==> src/rtl/mc_ctrl_pkg.sv <==
// mc_ctrl_pkg
// Shared types and constants for the multicycle MIPS main control FSM:
// state encoding, opcodes, alu_op codes, alu_src_b / pc_src encodings,
// the control word struct and the I-type ALU helper functions.
// Optional feature macro: MC_ILLEGAL_TRAP_EN (adds the illegal_op bit).
package mc_ctrl_pkg;

    localparam int MC_OPC_W   = 6;
    localparam int MC_ALUOP_W = 4;

    typedef enum logic [3:0] {
        ST_FETCH    = 4'd0,
        ST_DECODE   = 4'd1,
        ST_MEMADR   = 4'd2,
        ST_MEMRD    = 4'd3,
        ST_MEMWB    = 4'd4,
        ST_MEMWR    = 4'd5,
        ST_RTYPE_EX = 4'd6,
        ST_RTYPE_WB = 4'd7,
        ST_IALU_EX  = 4'd8,
        ST_IALU_WB  = 4'd9,
        ST_BRANCH   = 4'd10,
        ST_JUMP     = 4'd11,
        ST_ILLEGAL  = 4'd12
    } state_t;

    localparam logic [MC_OPC_W-1:0] OP_R    = 6'h00;
    localparam logic [MC_OPC_W-1:0] OP_J    = 6'h02;
    localparam logic [MC_OPC_W-1:0] OP_BEQ  = 6'h04;
    localparam logic [MC_OPC_W-1:0] OP_BNE  = 6'h05;
    localparam logic [MC_OPC_W-1:0] OP_ADDI = 6'h08;
    localparam logic [MC_OPC_W-1:0] OP_SLTI = 6'h0A;
    localparam logic [MC_OPC_W-1:0] OP_ANDI = 6'h0C;
    localparam logic [MC_OPC_W-1:0] OP_ORI  = 6'h0D;
    localparam logic [MC_OPC_W-1:0] OP_LW   = 6'h23;
    localparam logic [MC_OPC_W-1:0] OP_SW   = 6'h2B;

    localparam logic [MC_ALUOP_W-1:0] ALU_ADD   = 4'b0000;
    localparam logic [MC_ALUOP_W-1:0] ALU_SUB   = 4'b0001;
    localparam logic [MC_ALUOP_W-1:0] ALU_RTYPE = 4'b0010;
    localparam logic [MC_ALUOP_W-1:0] ALU_AND   = 4'b0011;
    localparam logic [MC_ALUOP_W-1:0] ALU_OR    = 4'b0100;
    localparam logic [MC_ALUOP_W-1:0] ALU_SLT   = 4'b0101;

    localparam logic [1:0] SRCB_REG     = 2'b00;
    localparam logic [1:0] SRCB_FOUR    = 2'b01;
    localparam logic [1:0] SRCB_IMM     = 2'b10;
    localparam logic [1:0] SRCB_IMM_SH2 = 2'b11;

    localparam logic [1:0] PCSRC_ALU    = 2'b00;
    localparam logic [1:0] PCSRC_ALUOUT = 2'b01;
    localparam logic [1:0] PCSRC_JUMP   = 2'b10;

    typedef struct packed {
`ifdef MC_ILLEGAL_TRAP_EN
        logic                  illegal_op;
`endif
        logic                  pc_write;
        logic                  pc_write_cond;
        logic                  pc_write_ne;
        logic                  iord;
        logic                  mem_read;
        logic                  mem_write;
        logic                  ir_write;
        logic                  reg_write;
        logic                  reg_dst;
        logic                  mem_to_reg;
        logic                  alu_src_a;
        logic [1:0]            alu_src_b;
        logic                  ext_zero;
        logic [MC_ALUOP_W-1:0] alu_op;
        logic [1:0]            pc_src;
        logic                  instr_done;
    } ctrl_t;

    // ALU operation for the immediate-ALU group; ADDI is the fallback.
    function automatic logic [MC_ALUOP_W-1:0] ialu_op(input logic [MC_OPC_W-1:0] opc);
        case (opc)
            OP_ANDI: ialu_op = ALU_AND;
            OP_ORI:  ialu_op = ALU_OR;
            OP_SLTI: ialu_op = ALU_SLT;
            default: ialu_op = ALU_ADD;
        endcase
    endfunction

    // Logical immediates are zero-extended, arithmetic ones sign-extended.
    function automatic logic ialu_zext(input logic [MC_OPC_W-1:0] opc);
        ialu_zext = (opc == OP_ANDI) || (opc == OP_ORI);
    endfunction

endpackage

==> src/rtl/multicycle_control_if.sv <==
// multicycle_control_if
// Bundle between the main control FSM and the datapath.
//   master (controller): in opcode, mem_ready; out all strobes/selects.
//   slave  (datapath)  : the reverse.
// Optional feature macro: MC_ILLEGAL_TRAP_EN (adds illegal_op).
interface multicycle_control_if #(
    parameter int OPC_W   = mc_ctrl_pkg::MC_OPC_W,
    parameter int ALUOP_W = mc_ctrl_pkg::MC_ALUOP_W
);
    logic [OPC_W-1:0]   opcode;
    logic               mem_ready;
    logic               pc_write;
    logic               pc_write_cond;
    logic               pc_write_ne;
    logic               iord;
    logic               mem_read;
    logic               mem_write;
    logic               ir_write;
    logic               reg_write;
    logic               reg_dst;
    logic               mem_to_reg;
    logic               alu_src_a;
    logic [1:0]         alu_src_b;
    logic               ext_zero;
    logic [ALUOP_W-1:0] alu_op;
    logic [1:0]         pc_src;
    logic               instr_done;
`ifdef MC_ILLEGAL_TRAP_EN
    logic               illegal_op;
`endif

    modport master (
        input  opcode, mem_ready,
        output pc_write, pc_write_cond, pc_write_ne, iord, mem_read, mem_write,
               ir_write, reg_write, reg_dst, mem_to_reg, alu_src_a, alu_src_b,
               ext_zero, alu_op, pc_src, instr_done
`ifdef MC_ILLEGAL_TRAP_EN
             , illegal_op
`endif
    );

    modport slave (
        output opcode, mem_ready,
        input  pc_write, pc_write_cond, pc_write_ne, iord, mem_read, mem_write,
               ir_write, reg_write, reg_dst, mem_to_reg, alu_src_a, alu_src_b,
               ext_zero, alu_op, pc_src, instr_done
`ifdef MC_ILLEGAL_TRAP_EN
             , illegal_op
`endif
    );
endinterface

==> src/rtl/mc_ctrl_outdec.sv <==
// mc_ctrl_outdec
// Combinational control-word decoder: state + latched opcode -> strobes.
//   state     : current FSM state
//   opc       : latched opcode (opc_q)
//   mem_ready : qualifies the FETCH load strobes and the SW completion
//   ctrl      : full control word, all fields 0 unless set below
// Optional feature macro: MC_ILLEGAL_TRAP_EN (ILLEGAL raises illegal_op).
module mc_ctrl_outdec
    import mc_ctrl_pkg::*;
(
    input  state_t                state,
    input  logic [MC_OPC_W-1:0]   opc,
    input  logic                  mem_ready,
    output ctrl_t                 ctrl
);
    always_comb begin
        ctrl = '0;
        case (state)
            ST_FETCH: begin
                ctrl.mem_read  = 1'b1;
                ctrl.alu_src_b = SRCB_FOUR;
                ctrl.alu_op    = ALU_ADD;
                // IR and PC only load once memory delivers the word.
                ctrl.ir_write  = mem_ready;
                ctrl.pc_write  = mem_ready;
            end
            ST_DECODE: begin
                // Branch target precomputed into ALUOut.
                ctrl.alu_src_b = SRCB_IMM_SH2;
                ctrl.alu_op    = ALU_ADD;
            end
            ST_MEMADR: begin
                ctrl.alu_src_a = 1'b1;
                ctrl.alu_src_b = SRCB_IMM;
                ctrl.alu_op    = ALU_ADD;
            end
            ST_MEMRD: begin
                ctrl.iord     = 1'b1;
                ctrl.mem_read = 1'b1;
            end
            ST_MEMWB: begin
                ctrl.reg_write  = 1'b1;
                ctrl.mem_to_reg = 1'b1;
                ctrl.instr_done = 1'b1;
            end
            ST_MEMWR: begin
                ctrl.iord       = 1'b1;
                ctrl.mem_write  = 1'b1;
                ctrl.instr_done = mem_ready;
            end
            ST_RTYPE_EX: begin
                ctrl.alu_src_a = 1'b1;
                ctrl.alu_src_b = SRCB_REG;
                ctrl.alu_op    = ALU_RTYPE;
            end
            ST_RTYPE_WB: begin
                ctrl.reg_write  = 1'b1;
                ctrl.reg_dst    = 1'b1;
                ctrl.instr_done = 1'b1;
            end
            ST_IALU_EX: begin
                ctrl.alu_src_a = 1'b1;
                ctrl.alu_src_b = SRCB_IMM;
                ctrl.alu_op    = ialu_op(opc);
                ctrl.ext_zero  = ialu_zext(opc);
            end
            ST_IALU_WB: begin
                // ALU controls held so the result path stays stable during writeback.
                ctrl.reg_write  = 1'b1;
                ctrl.instr_done = 1'b1;
                ctrl.alu_op     = ialu_op(opc);
                ctrl.ext_zero   = ialu_zext(opc);
            end
            ST_BRANCH: begin
                ctrl.alu_src_a     = 1'b1;
                ctrl.alu_src_b     = SRCB_REG;
                ctrl.alu_op        = ALU_SUB;
                ctrl.pc_src        = PCSRC_ALUOUT;
                ctrl.instr_done    = 1'b1;
                ctrl.pc_write_cond = (opc == OP_BEQ);
                ctrl.pc_write_ne   = (opc == OP_BNE);
            end
            ST_JUMP: begin
                ctrl.pc_write   = 1'b1;
                ctrl.pc_src     = PCSRC_JUMP;
                ctrl.instr_done = 1'b1;
            end
            ST_ILLEGAL: begin
`ifdef MC_ILLEGAL_TRAP_EN
                ctrl.illegal_op = 1'b1;
`else
                ctrl.instr_done = 1'b1;
`endif
            end
            default: ;
        endcase
    end
endmodule

==> src/rtl/multicycle_control.sv <==
// multicycle_control
// Main control FSM of the multicycle MIPS datapath.
//   clk, rst_n : clock, synchronous active-low reset
//   bus        : multicycle_control_if.master (opcode, mem_ready in;
//                all datapath strobes, mux selects and alu_op out)
// Holds the state register, the latched opcode and next-state logic; the
// control word comes from mc_ctrl_outdec and is forced to 0 while rst_n=0.
// Optional feature macro: MC_ILLEGAL_TRAP_EN (illegal opcodes trap
// permanently and raise illegal_op; otherwise they retire as a NOP).
module multicycle_control
    import mc_ctrl_pkg::*;
(
    input  logic                  clk,
    input  logic                  rst_n,
    multicycle_control_if.master  bus
);
    state_t                state_q, state_d;
    logic [MC_OPC_W-1:0]   opc_q, opc_d;
    ctrl_t                 ctrl, ctrl_g;

    always_comb begin
        state_d = state_q;
        opc_d   = opc_q;
        case (state_q)
            ST_FETCH:  if (bus.mem_ready) state_d = ST_DECODE;
            ST_DECODE: begin
                // opc_q is loaded this cycle, so branch on the live opcode.
                opc_d = bus.opcode;
                case (bus.opcode)
                    OP_LW, OP_SW:                     state_d = ST_MEMADR;
                    OP_R:                             state_d = ST_RTYPE_EX;
                    OP_ADDI, OP_SLTI, OP_ANDI, OP_ORI: state_d = ST_IALU_EX;
                    OP_BEQ, OP_BNE:                   state_d = ST_BRANCH;
                    OP_J:                             state_d = ST_JUMP;
                    default:                          state_d = ST_ILLEGAL;
                endcase
            end
            ST_MEMADR:   state_d = (opc_q == OP_LW) ? ST_MEMRD : ST_MEMWR;
            ST_MEMRD:    if (bus.mem_ready) state_d = ST_MEMWB;
            ST_MEMWR:    if (bus.mem_ready) state_d = ST_FETCH;
            ST_RTYPE_EX: state_d = ST_RTYPE_WB;
            ST_IALU_EX:  state_d = ST_IALU_WB;
            ST_MEMWB, ST_RTYPE_WB, ST_IALU_WB, ST_BRANCH, ST_JUMP:
                         state_d = ST_FETCH;
`ifdef MC_ILLEGAL_TRAP_EN
            ST_ILLEGAL:  state_d = ST_ILLEGAL;
`else
            ST_ILLEGAL:  state_d = ST_FETCH;
`endif
            default:     state_d = ST_FETCH;
        endcase
    end

    always_ff @(posedge clk) begin
        if (!rst_n) begin
            state_q <= ST_FETCH;
            opc_q   <= '0;
        end else begin
            state_q <= state_d;
            opc_q   <= opc_d;
        end
    end

    mc_ctrl_outdec u_outdec (
        .state     (state_q),
        .opc       (opc_q),
        .mem_ready (bus.mem_ready),
        .ctrl      (ctrl)
    );

    // Keep memory and register file quiet for the whole reset window.
    assign ctrl_g = rst_n ? ctrl : '0;

    assign bus.pc_write      = ctrl_g.pc_write;
    assign bus.pc_write_cond = ctrl_g.pc_write_cond;
    assign bus.pc_write_ne   = ctrl_g.pc_write_ne;
    assign bus.iord          = ctrl_g.iord;
    assign bus.mem_read      = ctrl_g.mem_read;
    assign bus.mem_write     = ctrl_g.mem_write;
    assign bus.ir_write      = ctrl_g.ir_write;
    assign bus.reg_write     = ctrl_g.reg_write;
    assign bus.reg_dst       = ctrl_g.reg_dst;
    assign bus.mem_to_reg    = ctrl_g.mem_to_reg;
    assign bus.alu_src_a     = ctrl_g.alu_src_a;
    assign bus.alu_src_b     = ctrl_g.alu_src_b;
    assign bus.ext_zero      = ctrl_g.ext_zero;
    assign bus.alu_op        = ctrl_g.alu_op;
    assign bus.pc_src        = ctrl_g.pc_src;
    assign bus.instr_done    = ctrl_g.instr_done;
`ifdef MC_ILLEGAL_TRAP_EN
    assign bus.illegal_op    = ctrl_g.illegal_op;
`endif
endmodule

==> src/flat_wrapper.sv <==
// flat-port wrapper written by rule: the top's interface ports become plain ports
module multicycle_control_flat import mc_ctrl_pkg::*;
  (clk, rst_n, bus_opcode, bus_mem_ready, bus_pc_write, bus_pc_write_cond, bus_pc_write_ne, bus_iord, bus_mem_read, bus_mem_write, bus_ir_write, bus_reg_write, bus_reg_dst, bus_mem_to_reg, bus_alu_src_a, bus_alu_src_b, bus_ext_zero, bus_alu_op, bus_pc_src, bus_instr_done);
  multicycle_control_if bus_i ();
  input  logic clk;
  input  logic rst_n;
  input wire logic [$bits(bus_i.opcode)-1:0] bus_opcode;
  input wire logic [$bits(bus_i.mem_ready)-1:0] bus_mem_ready;
  output wire logic [$bits(bus_i.pc_write)-1:0] bus_pc_write;
  output wire logic [$bits(bus_i.pc_write_cond)-1:0] bus_pc_write_cond;
  output wire logic [$bits(bus_i.pc_write_ne)-1:0] bus_pc_write_ne;
  output wire logic [$bits(bus_i.iord)-1:0] bus_iord;
  output wire logic [$bits(bus_i.mem_read)-1:0] bus_mem_read;
  output wire logic [$bits(bus_i.mem_write)-1:0] bus_mem_write;
  output wire logic [$bits(bus_i.ir_write)-1:0] bus_ir_write;
  output wire logic [$bits(bus_i.reg_write)-1:0] bus_reg_write;
  output wire logic [$bits(bus_i.reg_dst)-1:0] bus_reg_dst;
  output wire logic [$bits(bus_i.mem_to_reg)-1:0] bus_mem_to_reg;
  output wire logic [$bits(bus_i.alu_src_a)-1:0] bus_alu_src_a;
  output wire logic [$bits(bus_i.alu_src_b)-1:0] bus_alu_src_b;
  output wire logic [$bits(bus_i.ext_zero)-1:0] bus_ext_zero;
  output wire logic [$bits(bus_i.alu_op)-1:0] bus_alu_op;
  output wire logic [$bits(bus_i.pc_src)-1:0] bus_pc_src;
  output wire logic [$bits(bus_i.instr_done)-1:0] bus_instr_done;
  assign bus_i.opcode = bus_opcode;
  assign bus_i.mem_ready = bus_mem_ready;
  assign bus_pc_write = bus_i.pc_write;
  assign bus_pc_write_cond = bus_i.pc_write_cond;
  assign bus_pc_write_ne = bus_i.pc_write_ne;
  assign bus_iord = bus_i.iord;
  assign bus_mem_read = bus_i.mem_read;
  assign bus_mem_write = bus_i.mem_write;
  assign bus_ir_write = bus_i.ir_write;
  assign bus_reg_write = bus_i.reg_write;
  assign bus_reg_dst = bus_i.reg_dst;
  assign bus_mem_to_reg = bus_i.mem_to_reg;
  assign bus_alu_src_a = bus_i.alu_src_a;
  assign bus_alu_src_b = bus_i.alu_src_b;
  assign bus_ext_zero = bus_i.ext_zero;
  assign bus_alu_op = bus_i.alu_op;
  assign bus_pc_src = bus_i.pc_src;
  assign bus_instr_done = bus_i.instr_done;
  multicycle_control u_core (.clk(clk), .rst_n(rst_n), .bus(bus_i));
endmodule
==> config.mk <==
export PLATFORM = sky130hd
export DESIGN_NAME = multicycle_control_flat
export DESIGN_NICKNAME = d
export VERILOG_FILES = /design/src/rtl/mc_ctrl_pkg.sv /design/src/rtl/multicycle_control_if.sv /design/src/rtl/mc_ctrl_outdec.sv /design/src/rtl/multicycle_control.sv /design/src/flat_wrapper.sv
export SDC_FILE = /design/constraint.sdc
export NUM_CORES = 1
export LEC_CHECK = 0
export ABC_AREA = 0
export CAP_MARGIN = 25
export CORE_MARGIN = 4
export CORE_UTILIZATION = 49
export CTS_CLUSTER_SIZE = 25
export DETAILED_ROUTE_END_ITERATION = 6
export PLACE_DENSITY = 0.89
export SKIP_LAST_GASP = 1
export SYNTH_ARGS = -nofsm -noshare
export SYNTH_HDL_FRONTEND = slang
export SYNTH_SLANG_ARGS = --single-unit
==> constraint.sdc <==
create_clock -name clk -period 2.2 [get_ports clk]
set_input_delay 0.44 -clock clk [delete_from_list [all_inputs] [get_ports clk]]
set_output_delay 0.44 -clock clk [all_outputs]
set_load 0.01 [all_outputs]
==> impl_metrics.env, run 1 <==
export IMPL_detail_route_wirelength_um=2848
export IMPL_globalRouteMet1Util=0.2561
export IMPL_antenna_found_initial=0
export IMPL_cp_data_arrival_time_ns=1.72
export IMPL_crit_path_end="bus_alu_src_b[0]"
export IMPL_cts_root_buffer="sky130_fd_sc_hd__clkbuf_4"
export IMPL_ys_top_cells_by_area="sky130_fd_sc_hd__dfxtp_1, sky130_fd_sc_hd__nor2_1, sky130_fd_sc_hd__nand2_1, sky130_fd_sc_hd__a21oi_1, sky130_fd_sc_hd__nand2b_1"
export IMPL_power_per_cell_area_mw_per_mm2=416.9
export IMPL_fin_worst_hold_slack_ns=0.4845
export IMPL_timing_critical_path_from_type="flop"
export IMPL_crit_reg2reg_capture="u_core.state_q[2]"
export IMPL_drt_iter0_markers=35
export IMPL_pin_count_of_the_biggest_net_entering_global_routing=18
export IMPL_avgRoutedWirePerCell_um=13.89
export IMPL_dpl_hpwl_um=2182
export IMPL_layoutNonFillerInstCount=205
export IMPL_n_antenna_cell=0
export IMPL_hold_buffers=0
export IMPL_detailroute_via_count=1160
export IMPL_highest_utilization_routing_layer_at_the_global_route_stage="met2"
export IMPL_unrepaired_setup_endpoints_after_global_routing="yes"
export IMPL_synthCells=144
export IMPL_post_route_cells_drive_above_1_share=0.1833
export IMPL_final_setup_tns_ns=0
export IMPL_grt_pass1_wl_um=4609
export IMPL_number_of_placement_rows=15
export IMPL_placement_setup_worst_slack_ns=-0.4568
export IMPL_synth_area_per_cell_sq_um=6.517
export IMPL_post_route_worst_setup_slack_ns=0.03874
export IMPL_totalPowerFinal_mw=0.5649
export IMPL_layout_cell_area_non_filler_sq_mm=0.001355
export IMPL_ir_worst_vdd_mv=0.4048
export IMPL_library_cell_with_the_largest_summed_area_after_synthesis="sky130_fd_sc_hd__dfxtp_1"
export IMPL_regToRegStartpoint="u_core.state_q[1]"
export IMPL_areaGrowthSynthToFinish_pct=44.40
export IMPL_maxClockFrequency_ghz=0.4627
export IMPL_antenna_nets_post_route=0
export IMPL_cts_inserted_buffers=3
export IMPL_clkSlewWorstSetupHoldPaths_ns=0.06
export IMPL_report_final_setup_viol=0
export IMPL_yosysWarnings=0
export IMPL_synth_top_flop_cell="sky130_fd_sc_hd__dfxtp_1"
export IMPL_layout_worst_path_cycle_share=0.9824
export IMPL_gp_congestion=0.8894
export IMPL_syn_nets=153
export IMPL_hold_path_class="flop to flop"
export IMPL_worstPathCellList="nand2b_2, buf_4, nor3_1, clkdlybuf4s50_1"
export IMPL_post_route_min_period_ns=2.161
export IMPL_synth_seq_area_share=0.2133
export IMPL_floorplan_die_area_sq_mm=0.002679
export IMPL_detailed_place_area_sq_mm=0.001296
export IMPL_yosysMostFrequentCell="sky130_fd_sc_hd__nor2_1"
export IMPL_critical_path_startpoint="u_core.state_q[2]"
export IMPL_post_cts_buffers=0
export IMPL_routed_via_density=5.659
export IMPL_place_inst=202
export IMPL_dieHeight_um=51.76
export IMPL_drv_cap=0
export IMPL_clock_tree_buffer_depth=2
export IMPL_post_synth_most_frequent_cells="sky130_fd_sc_hd__nor2_1, sky130_fd_sc_hd__nand2_1, sky130_fd_sc_hd__dfxtp_1"
export IMPL_post_route_drc_count=0
export IMPL_grt_met2_usage=0.4258
export IMPL_worstRegToRegCells=5
export IMPL_nets_finish=191
export IMPL_total_leakage_power_nw=0.6237
export IMPL_gr_usage_all_layers=0.2274
export IMPL_globalRouteOverflowTotal=0
export IMPL_synthesis_area_sq_um=938.4
export IMPL_number_of_h_tree_levels=1
export IMPL_number_of_filler_instances_in_the_final_layout=136
export IMPL_global_route_usage_met3=0.04585
export IMPL_core_region_sq_mm=0.001764
export IMPL_tritoncts="yes"
export IMPL_status="finished, final reports clean"
export IMPL_dieWidth_um=51.76
export IMPL_ys_types=41
export IMPL_reg2reg_slack_ns=0.75
export IMPL_clkSinkCount=10
export IMPL_max_stage_delay_ns=0.56
export IMPL_numPortBuffers=28
export IMPL_detail_route_first_pass_iterations=4
export IMPL_clock_insertion_delay_worst_skew_ns=0.27
export IMPL_drv_slew=0
export IMPL_utilization_after_layout=0.7681
export IMPL_async_flop_share=0
export IMPL_critPathMaxFanout=9
export IMPL_number_of_global_route_vias_before_repair=1105
export IMPL_ports_placed_on_the_boundary=30
export IMPL_cell_type_of_the_slowest_stage_on_the_worst_timing_path="sky130_fd_sc_hd__clkdlybuf4s50_1"
export IMPL_critPathRequiredTime_ns=1.76
export IMPL_critical_path_endpoint_type="primary output"
export IMPL_ys_seq_elements=10
export IMPL_fin_hold_viols=0
export IMPL_floorplan_initialDensity=0.5319
export IMPL_post_synth_top_area_fraction=0.2133
export IMPL_timing_setup_critical_path_class="flop to primary output"
export IMPL_finClkSkew_ns=0.0007998
export IMPL_synth_enable_flop_cells=0
[logic make-up (layout without fill, tap and decap cells)]
group / count (synthesis) / in the layout / share of synthesized area
mux: 2 / 2 / 0.02133
simple gates: 84 / 84 / 0.4440
xor+xnor: 2 / 2 / 0.01867
flops: 10 / 10 / 0.2133
buf+inv: 12 / 48 / 0.07065
compound gates: 33 / 33 / 0.2280
other cells: 1 / 1 / 0.003996
[critical path, delay by kind of cell, from the launching register on]
family                 cells  cell delay [ns]
DFF                        1             0.37
and+or+nand+nor            2             0.35
buffers and inverters      2             0.72
[where the power goes]
part           total (mW)  switching (mW)  internal (mW)
Combinational       0.218           0.115          0.103
Sequential          0.221          0.0244          0.196
Clock               0.126          0.0627         0.0633
Total               0.565           0.202          0.363
[cell type report]
cell class	count	area, sq um	share of cell area
timing repair buffer	41	386.6	0.2853
tap	25	31.28	0.02308
clock buffer	3	22.52	0.01662
multi-input combinational	122	691.9	0.5106
inverter	4	15.01	0.01108
sequential	10	207.7	0.1533
[cell usage in the layout, fill, tap and decap left out, types with 2 or more instances in the layout]
cell type                          n
sky130_fd_sc_hd__inv_1             3
sky130_fd_sc_hd__clkdlybuf4s15_1   2
sky130_fd_sc_hd__nand2b_1          5
sky130_fd_sc_hd__nor3_1            7
sky130_fd_sc_hd__or2_2             4
sky130_fd_sc_hd__or3_1             2
sky130_fd_sc_hd__buf_4            12
sky130_fd_sc_hd__o21ai_0           7
sky130_fd_sc_hd__clkdlybuf4s50_1  12
sky130_fd_sc_hd__dlymetal6s2s_1    7
sky130_fd_sc_hd__a31oi_1           2
sky130_fd_sc_hd__nor4_1            2
sky130_fd_sc_hd__nand3_1           2
sky130_fd_sc_hd__clkbuf_4          3
sky130_fd_sc_hd__nor2b_1           3
sky130_fd_sc_hd__xnor2_1           2
sky130_fd_sc_hd__nor2_1           24
sky130_fd_sc_hd__dfxtp_2           3
sky130_fd_sc_hd__a211oi_1          2
sky130_fd_sc_hd__dfxtp_1           6
sky130_fd_sc_hd__mux2i_1           2
sky130_fd_sc_hd__o21a_1            2
sky130_fd_sc_hd__nand2_1          24
sky130_fd_sc_hd__dlygate4sd2_1     6
sky130_fd_sc_hd__a21oi_1           9
[worst min path at each step]
stage | depth (start not counted) | end | start | slack [ns]
2_1_floorplan | 2 | u_core.opc_q[1] | u_core.opc_q[1] | 0.44
3_3_place_gp | 2 | u_core.opc_q[1] | u_core.opc_q[1] | 0.46
3_5_place_dp | 2 | u_core.opc_q[2] | u_core.opc_q[2] | 0.47
4_1_cts | 2 | u_core.opc_q[2] | u_core.opc_q[2] | 0.48
5_1_grt | 2 | u_core.opc_q[3] | u_core.opc_q[3] | 0.51
6_report | 2 | u_core.opc_q[3] | u_core.opc_q[3] | 0.48
[per-layer routing]
metal | up-vias | share of wire
met3 | 4 | 0.071
met5 | - | 0
li1 | 573 | -
met1 | 538 | 0.42
met2 | 45 | 0.50
met4 | 0 | 0.013
[timing repair]
| action | CTS | global route |
|---|---|---|
| endpoints found under the hold margin | 0 | 0 |
| resized for setup | 15 | 17 |
| setup endpoints to repair | 20 | 12 |
[state kept, by name, summed over array words and instances (netlist names)]
name / cells
u_core.opc_q: 6
u_core.state_q: 4
Power figures use the tool's default switching activity.
==> run 2: changes to the inputs <==
- CELL_PAD_IN_SITES_DETAIL_PLACEMENT: default -> 1
- CELL_PAD_IN_SITES_GLOBAL_PLACEMENT: default -> 1
- CORE_ASPECT_RATIO: default -> 1.5
- CORE_UTILIZATION: 49 -> 33
- PLACE_DENSITY: 0.89 -> 0.88
==> run 2 against run 1 <==
  * Final cell count is 9.3% higher
  * Hold slack got worse by 0.0090 ns
  * Register-to-register slack worse by 0.30 ns
  * Utilization down 24 points
  * Total power up 23%
  * Fmax grew 0.39%
  * First-iteration DRC count decreased by 43%
  * Die area increased by 41%
  * Via count is 2.7% higher
  * Critical path type unchanged
==> impl_metrics.env, run 2 (same netlist as run 1, synthesis figures left out) <==
export IMPL_hp_start="u_core.opc_q[1]"
export IMPL_total_leakage_power_nw=0.5888
export IMPL_hold_buffers=0
export IMPL_place_inst=219
export IMPL_status="finished, final reports clean"
export IMPL_layout_cell_area_non_filler_sq_mm=0.001431
export IMPL_report_final_setup_viol=0
export IMPL_layout_worst_path_cycle_share=0.9786
export IMPL_clock_insertion_delay_worst_skew_ns=0.24
export IMPL_clock_tree_buffer_depth=2
export IMPL_maxClockFrequency_ghz=0.4645
export IMPL_n_antenna_cell=0
export IMPL_cts_root_buffer="sky130_fd_sc_hd__clkbuf_8"
export IMPL_number_of_h_tree_levels=1
export IMPL_cell_type_of_the_slowest_stage_on_the_worst_timing_path="sky130_fd_sc_hd__clkdlybuf4s50_1"
export IMPL_detail_route_wirelength_um=3800
export IMPL_dieHeight_um=73.31
export IMPL_number_of_placement_rows=23
export IMPL_power_switching_fraction=0.3340
export IMPL_detailed_place_area_sq_mm=0.001349
export IMPL_gr_usage_all_layers=0.1995
export IMPL_tritoncts="yes"
export IMPL_antenna_nets_post_route=0
export IMPL_fin_hold_viols=0
export IMPL_power_combinational_fraction=0.341
export IMPL_grt_pass1_wl_um=5713
export IMPL_ir_worst_vdd_mv=0.3377
export IMPL_max_stage_delay_ns=0.53
export IMPL_globalRouteOverflowTotal=0
export IMPL_ports_placed_on_the_boundary=30
export IMPL_dpl_hpwl_um=2782
export IMPL_cp_buffers_inverters=4
export IMPL_worstPathCellList="inv_1, nor2_2, nand2_1, buf_4, inv_1, clkdlybuf4s50_1"
export IMPL_clkSlewWorstSetupHoldPaths_ns=0.05
export IMPL_areaGrowthSynthToFinish_pct=52.53
export IMPL_routed_via_density=5.317
export IMPL_post_route_cells_drive_above_1_share=0.2246
export IMPL_layoutNonFillerInstCount=224
export IMPL_drv_cap=0
export IMPL_crit_top_cell="sky130_fd_sc_hd__inv_1"
export IMPL_avgRoutedWirePerCell_um=16.96
export IMPL_hold_path_class="flop to flop"
export IMPL_post_route_min_period_ns=2.153
export IMPL_core_region_sq_mm=0.002705
export IMPL_numPortBuffers=28
export IMPL_finClkSkew_ns=0.003668
export IMPL_pwr_share_seq=0.317
export IMPL_critPathRequiredTime_ns=1.76
export IMPL_unrepaired_setup_endpoints_after_global_routing="yes"
export IMPL_drv_slew=0
export IMPL_number_of_global_route_vias_before_repair=1259
export IMPL_pin_count_of_the_biggest_net_entering_global_routing=11
export IMPL_power_per_cell_area_mw_per_mm2=485.7
export IMPL_post_route_drc_count=0
export IMPL_critical_path_endpoint_type="primary output"
export IMPL_detailroute_via_count=1191
export IMPL_power_switching_mw=0.2322
export IMPL_detail_route_first_pass_iterations=4
export IMPL_critPathMaxFanout=6
export IMPL_gp_congestion=0.9303
export IMPL_reg_top3="u_core.opc_q x6, u_core.state_q x4"
export IMPL_timing_critical_path_max_delay_family="buffers and inverters"
export IMPL_cp_data_arrival_time_ns=1.71
export IMPL_layout_cells_most_common_list="sky130_fd_sc_hd__nand2_1, sky130_fd_sc_hd__nor2_1, sky130_fd_sc_hd__buf_4"
export IMPL_clkSinkCount=10
export IMPL_clockPowerShare=0.342
export IMPL_timing_critical_path_from_type="flop"
export IMPL_antenna_found_initial=0
export IMPL_nets_finish=197
export IMPL_timing_setup_critical_path_class="flop to primary output"
export IMPL_floorplan_initialDensity=0.3469
export IMPL_cts_inserted_buffers=3
export IMPL_floorplan_die_area_sq_mm=0.003778
export IMPL_critical_path_startpoint="u_core.state_q[3]"
export IMPL_largest_reg_flops=6
export IMPL_max_flop_register="u_core.opc_q"
export IMPL_regToRegStartpoint="u_core.state_q[1]"
export IMPL_drt_iter0_markers=20
export IMPL_dieWidth_um=51.54
export IMPL_cell_internal_pwr_mw=0.4630
run 2: layout make-up:
cell class | instances | area (sq um)
clock buffers | 4 | 55.05
fillers | 381 | 1274
inverters | 4 | 15.01
multi-input cells | 122 | 699.4
flip-flops and latches | 10 | 205.2
well taps | 37 | 46.29
repair buffers | 47 | 410.4
run 2: worst paths after layout:
path	depth (start not counted)	slack, ns	end
setup / recovery	6	0.05	bus_pc_src[0]
hold / removal	2	0.48	u_core.opc_q[1]
setup reg to reg	6	0.45	u_core.state_q[2]
hold reg to reg	2	0.48	u_core.opc_q[1]
run 2: metal layers:
layer / wire, um / track usage / vias to the layer above / share of wire
met2: 2179 / 0.3980 / 32 / 0.57
met3: 112 / 0.02028 / 9 / 0.029
met5: 0 / 0 / - / 0
li1: - / - / 583 / -
met4: 103 / 0.1050 / 0 / 0.027
met1: 1404 / 0.1918 / 567 / 0.37
run 2: per-stage QoR:
stage,TNS (ns),utilization,worst slack [ns],total power [mW],hold slack (ns)
after floorplan,0,-,0.4599,0.3378,0.4447
after global routing,-0.05219,0.5291,-0.02977,0.7276,0.5094
final,0,0.5291,0.04703,0.6952,0.4755
after detailed placement,-4.909,0.4986,-0.4119,0.4483,0.4665
after CTS,0,0.5171,0.002632,0.6813,0.4732
after global placement,-4.330,0.4986,-0.3880,0.4370,0.4575
run 2: timing repair:
item | in CTS | in global routing
resized for setup | 23 | 10
buffers inserted | 0 | 1
gates cloned | 0 | 0
endpoints found under the setup margin | 20 | 8
pin swaps | 0 | 1
run 2: worst min-delay path, delay by kind of cell, from the launching register on:
| kind | cells | cell delay, ns |
|---|---|---|
| DFF | 1 | 0.31 |
| AOI/OAI and AO/OA | 1 | 0.05 |
| and+or+nand+nor | 1 | 0.06 |
run 2: power groups by stage:
| stage | registers (mW) | clock network (mW) | logic, mW |
|---|---|---|---|
| 6_report | 0.221 | 0.238 | 0.237 |
| 5_1_grt | 0.222 | 0.248 | 0.257 |
| 4_1_cts | 0.216 | 0.236 | 0.228 |
| 3_5_place_dp | 0.219 | 0 | 0.230 |
| 3_3_place_gp | 0.217 | 0 | 0.220 |
| 2_1_floorplan | 0.208 | 0 | 0.130 |
